===== src/rtl/mc_main_control.sv =====
// Multi-cycle MIPS main control FSM: fetch/decode/execute/mem/writeback sequencing.
// Optional macro MC_ADDI_EN builds the addi path (IEX/IWB); otherwise addi is illegal.
module mc_main_control (
  input  logic       clk,
  input  logic       rst_n,
  input  logic [5:0] Op,
  input  logic       Mem_Ready,
  output logic       PC_Write,
  output logic       PC_Write_Cond,
  output logic       IorD,
  output logic       Mem_Read,
  output logic       Mem_Write,
  output logic       IR_Write,
  output logic       Mem_To_Reg,
  output logic       Reg_Dst,
  output logic       Reg_Write,
  output logic       ALU_SrcA,
  output logic [1:0] ALU_SrcB,
  output logic [1:0] ALU_OP,
  output logic [1:0] PC_Source,
  output logic       Instr_Done,
  output logic       Illegal,
  output logic [3:0] State
);

  typedef enum logic [3:0] {
    S_RST   = 4'd0,
    S_IF    = 4'd1,
    S_ID    = 4'd2,
    S_MADDR = 4'd3,
    S_MRD   = 4'd4,
    S_MWB   = 4'd5,
    S_MWR   = 4'd6,
    S_REX   = 4'd7,
    S_RWB   = 4'd8,
    S_BEQ   = 4'd9,
    S_JMP   = 4'd10,
    S_IEX   = 4'd11,
    S_IWB   = 4'd12,
    S_ILL   = 4'd15
  } state_t;

  localparam logic [5:0] OP_R    = 6'b000000;
  localparam logic [5:0] OP_LW   = 6'b100011;
  localparam logic [5:0] OP_SW   = 6'b101011;
  localparam logic [5:0] OP_BEQ  = 6'b000100;
  localparam logic [5:0] OP_J    = 6'b000010;
  localparam logic [5:0] OP_ADDI = 6'b001000;

  state_t state;
  state_t nxt;

  always_comb begin
    nxt = state;
    case (state)
      S_RST:   nxt = S_IF;
      S_IF:    nxt = Mem_Ready ? S_ID : S_IF;
      S_ID: begin
        case (Op)
          OP_R:    nxt = S_REX;
          OP_LW:   nxt = S_MADDR;
          OP_SW:   nxt = S_MADDR;
          OP_BEQ:  nxt = S_BEQ;
          OP_J:    nxt = S_JMP;
`ifdef MC_ADDI_EN
          OP_ADDI: nxt = S_IEX;
`endif
          default: nxt = S_ILL;
        endcase
      end
      S_MADDR: nxt = (Op == OP_LW) ? S_MRD : S_MWR;
      S_MRD:   nxt = Mem_Ready ? S_MWB : S_MRD;
      S_MWR:   nxt = Mem_Ready ? S_IF : S_MWR;
      S_MWB:   nxt = S_IF;
      S_REX:   nxt = S_RWB;
      S_RWB:   nxt = S_IF;
      S_BEQ:   nxt = S_IF;
      S_JMP:   nxt = S_IF;
`ifdef MC_ADDI_EN
      S_IEX:   nxt = S_IWB;
      S_IWB:   nxt = S_IF;
`endif
      S_ILL:   nxt = S_ILL;
      default: nxt = S_RST;
    endcase
  end

  always_ff @(posedge clk or negedge rst_n) begin
    if (!rst_n) begin
      state   <= S_RST;
      Illegal <= 1'b0;
    end else begin
      state <= nxt;
      if (nxt == S_ILL) Illegal <= 1'b1;
    end
  end

  assign State = state;

  always_comb begin
    PC_Write      = 1'b0;
    PC_Write_Cond = 1'b0;
    IorD          = 1'b0;
    Mem_Read      = 1'b0;
    Mem_Write     = 1'b0;
    IR_Write      = 1'b0;
    Mem_To_Reg    = 1'b0;
    Reg_Dst       = 1'b0;
    Reg_Write     = 1'b0;
    ALU_SrcA      = 1'b0;
    ALU_SrcB      = 2'b00;
    ALU_OP        = 2'b00;
    PC_Source     = 2'b00;
    Instr_Done    = 1'b0;
    case (state)
      S_IF: begin
        Mem_Read = 1'b1;
        ALU_SrcB = 2'b01;
        IR_Write = Mem_Ready;
        PC_Write = Mem_Ready;
      end
      S_ID:    ALU_SrcB = 2'b11;
      S_MADDR: begin
        ALU_SrcA = 1'b1;
        ALU_SrcB = 2'b10;
      end
      S_MRD: begin
        Mem_Read = 1'b1;
        IorD     = 1'b1;
      end
      S_MWR: begin
        Mem_Write  = 1'b1;
        IorD       = 1'b1;
        Instr_Done = Mem_Ready;
      end
      S_MWB: begin
        Reg_Write  = 1'b1;
        Mem_To_Reg = 1'b1;
        Instr_Done = 1'b1;
      end
      S_REX: begin
        ALU_SrcA = 1'b1;
        ALU_OP   = 2'b10;
      end
      S_RWB: begin
        Reg_Write  = 1'b1;
        Reg_Dst    = 1'b1;
        Instr_Done = 1'b1;
      end
      S_BEQ: begin
        ALU_SrcA      = 1'b1;
        ALU_OP        = 2'b01;
        PC_Write_Cond = 1'b1;
        PC_Source     = 2'b01;
        Instr_Done    = 1'b1;
      end
      S_JMP: begin
        PC_Write   = 1'b1;
        PC_Source  = 2'b10;
        Instr_Done = 1'b1;
      end
`ifdef MC_ADDI_EN
      S_IEX: begin
        ALU_SrcA = 1'b1;
        ALU_SrcB = 2'b10;
      end
      S_IWB: begin
        Reg_Write  = 1'b1;
        Instr_Done = 1'b1;
      end
`endif
      default: ;
    endcase
  end

endmodule

===== config.mk =====
export PLATFORM = sky130hd
export DESIGN_NAME = mc_main_control
export DESIGN_NICKNAME = d
export VERILOG_FILES = /design/src/rtl/mc_main_control.sv
export SDC_FILE = /design/constraint.sdc
export NUM_CORES = 1
export LEC_CHECK = 0
export BUFFER_PORTS_ARGS = -buffer_cell sky130_fd_sc_hd__buf_2
export CAP_MARGIN = 20
export CORE_MARGIN = 2
export CORE_UTILIZATION = 30
export DETAILED_ROUTE_END_ITERATION = 10
export SLEW_MARGIN = 5
export SYNTH_ARGS = -nofsm -noshare
export SYNTH_HDL_FRONTEND = slang
export SYNTH_SLANG_ARGS = --single-unit

===== constraint.sdc =====
create_clock -name clk -period 1.37 [get_ports clk]
set_input_delay 0.0685 -clock clk [delete_from_list [all_inputs] [get_ports clk]]
set_output_delay 0.0685 -clock clk [all_outputs]
set_load 0.01 [all_outputs]

==> flow_summary_export.csv <==
group,metric,value,unit
status,status,"finished with violations",
status,violations,"negative setup slack",
worst_setup_path,startpoint_type,"register",
worst_setup_path,slowest_stage,"dfrtp_2",
yosys,avgSynthCellArea,7.47,sq um
detailed_routing,drc,0,
cts,h-tree-depth,1,
floorplanning,initial_core_util,0.310,
power,p_per_area,2250,nW/um^2
worst_setup_path,cp_max_fo,6,
yosys,ys_ff_latch,5,
cts,worstSkewPairLatency,0.24,ns
worst_setup_path,cp_slowest_stage_delay,0.46,ns
yosys,synth_compound_area_frac,0.206,
yosys,synth_top_family_by_area,"simple AND/OR/NAND/NOR gates",
finish,syn_to_final_growth,95.9,%
grt,grt_util_all_layers,0.191,
grt,grt_max_degree,7,
yosys,ys_types,34,
finish,nets,134,
place,placedCellCount,127,
grt,grt_overflow,0,
floorplanning,chipHeight,45.8,um
place,numPortBuffers,30,
floorplanning,rows,15,
finish,antenna-diode-count,0,
yosys,synth_nets,79,
detailed_routing,drt_iter0_drc,9,
worst_setup_path,required,1.30,ns
detailed_routing,post_drt_wl_per_cell,13.4,um
timing,final_max_slew_viol_count,0,
timing,hold_violations,0,
worst_setup_path,arrival,1.37,ns
detailed_routing,wirelength,1890,um
timing,min_period,1.44,ns
finish,drive_gt1_frac,0.702,
detailed_routing,ant_nets,0,
finish,final_cells,141,
yosys,synth_warnings,0,
floorplanning,core_area,1690,sq um
worst_setup_path,crit_path_frequent_cell,"or2_4",
timing,slew_headroom,0.737,
timing,setup_viol,6,
power,peakVddDrop,1.17,mV
yosys,synth_xor_area_frac,0.0167,
cts,cts_sinks,5,
yosys,postSynthCellCount,70,
cts,clk_path_buf_depth,2,
place,globalplace.congestion,0.755,
yosys,synth-async-reset-ratio,1.00,
timing,setup_tns,-0.218,ns
finish,nFillCells,166,
timing,tightest_slew,0.390,ns
yosys,seq_area_frac_synth,0.239,
yosys,synth_edf_count,0,
worst_setup_path,rr_startpoint,"State[1]",
detailed_routing,routed_via_density,5.30,
cts,cts_made_buffers,3,
worst_setup_path,crit_family,"simple AND/OR/NAND/NOR gates",
yosys,synth_area,523,sq um
worst_setup_path,setup.worst_path.end_class,"primary output",
worst_setup_path,worstPathCellList,"or2_4 > nor3_4 > or2_4 > buf_6",
hold_path,hp-class,"in2async",
power,p_leak,0.523,nW
cts,clk_pin_slew,0.04,ns
timing,fin_worst_skew,0.00316,ns
grt,antenna_found_initial,0,
yosys,yosys.area_share.simple,0.445,
timing,period_share,1.05,
timing,fin_ws,-0.0721,ns
cts,cts_root_buffer,"clkbuf_4",
timing,rsz0062_at_grt,"yes",
worst_setup_path,startpoint,"State[2]",
yosys,ys.flop_type,"dfrtp_1",
worst_setup_path,criticalPathCategory,"reg2out",
place,hpwl,1290,um
grt,grt_pass1_vias,718,
yosys,muxShareOfSynthArea,0.0191,
grt,grt_pass1_wl,2970,um
floorplanning,io_pins,31,
worst_setup_path,path_buf_inv,1,
floorplanning,dieWidth,45.8,um
detailed_routing,first_pass_iters,4,
detailed_routing,vias,747,
cts,cts_tree,"done",
floorplanning,die-area,2090,sq um
timing,fmax,693,MHz
run,cap_viol_max_count,0,
yosys,yosys.area_share.adder,0,
==> state kept, by name, indices dropped and copies added, names as in the netlist <==
| name | count |
|---|---|
| Illegal | 1 |
| State | 4 |
==> cell type report <==
class,instances,area [sq um],area share
Multi-Input combinational cell,57,458,0.447
Sequential cell,5,130,0.127
Inverter,2,10.0,0.00977
Timing Repair Buffer,56,379,0.370
Tap cell,17,21.3,0.0208
Clock buffer,4,26.3,0.0256
==> metrics by stage <==
step	util	total power [mW]	hold WS [ns]	worst slack [ns]	cell area, sq um
floorplan	-	1.06	-0.227	-0.000833	543
global placement	0.473	1.59	-0.117	-0.0872	800
detailed placement	0.473	1.60	-0.116	-0.132	800
CTS	0.579	2.16	0.160	-0.0606	978
global route	0.607	2.48	0.172	-0.121	1020
finish	0.607	2.31	0.170	-0.0721	1020
==> synthesized netlist by cell type (3+ instances only) <==
master	instances	share of area
clkbuf_1	3	0.022
dfrtp_1	5	0.24
nand2_1	4	0.029
nand2b_1	3	0.036
nor2_1	11	0.079
nor3_1	6	0.057
or2_2	3	0.036
==> per-layer routing <==
| metal | GRT usage | vias up | share of wire |
|---|---|---|---|
| met1 | 0.224 | 346 | 0.40 |
| met2 | 0.355 | 33 | 0.51 |
| met4 | 0.0857 | 0 | 0.030 |
| li1 | - | 362 | - |
| met3 | 0.00397 | 6 | 0.064 |
| met5 | 0 | - | 0 |
==> placed cells by master (no fill, tap or decap), drive strengths merged <==
| cell | netlist | routed |
|---|---|---|
| o21a | 1 | 1 |
| clkbuf | 3 | 4 |
| a211oi | 1 | 1 |
| a21boi | 2 | 2 |
| nor4b | 1 | 1 |
| buf | 3 | 55 |
| nand4 | 1 | 1 |
| nor2b | 1 | 1 |
| o22ai | 2 | 2 |
| inv | 2 | 2 |
| or4 | 1 | 1 |
| a32oi | 1 | 1 |
| xnor2 | 1 | 1 |
| nand3 | 2 | 2 |
| o211ai | 1 | 1 |
| nor3 | 6 | 6 |
| nand2b | 4 | 4 |
| or4b | 1 | 1 |
| a21oi | 2 | 2 |
| mux2i | 1 | 1 |
| o21ai | 1 | 1 |
| and3 | 1 | 1 |
| a41o | 1 | 1 |
| dlygate4sd3 | 0 | 1 |
| a31oi | 1 | 1 |
| and2 | 2 | 2 |
| o41ai | 1 | 1 |
| nand2 | 4 | 4 |
| dfrtp | 5 | 5 |
| nor2 | 11 | 11 |
| a31o | 1 | 1 |
| nor4bb | 2 | 2 |
| or2 | 3 | 3 |
==> worst register-to-register path: cells and delay by family (launching register included) <==
family                 cells  cell delay (ns)
flip-flops                 1             0.46
AND/OR/NAND/NOR            2             0.37
AO/OA/AOI/OAI              2             0.32
buffers and inverters      1             0.16
==> kinds of logic after synthesis <==
group / after synthesis
and+or+nand+nor: 40
AOI/OAI and AO/OA: 15
buffers and inverters: 8
DFF: 5
xor gates and xnor gates: 1
muxes: 1
==> where the power goes <==
group,switching [mW],internal (mW)
combinational,0.828,0.963
clock,0.0590,0.110
sequential,0.122,0.225
total,1.01,1.30
==> what timing repair did <==
action                                  4_1_cts  5_1_grt
pin swaps                                     5        2
endpoints found under the hold margin         5        0
hold buffers                                  1        0
resized for setup                            25       10
endpoints found under the setup margin       17       13
buffers inserted                              8        1
==> final timing paths <==
kind	end	slack (ns)	cells after the start
hold / removal	Illegal	0.17	2
setup / recovery	PC_Write	-0.07	4
hold reg to reg	Illegal	0.48	1
max in group asynchronous	State[3]	1.05	2
min in group clk	State[2]	0.25	4
setup reg to reg	Illegal	-0.05	5
(Power assumes the default switching activity.)
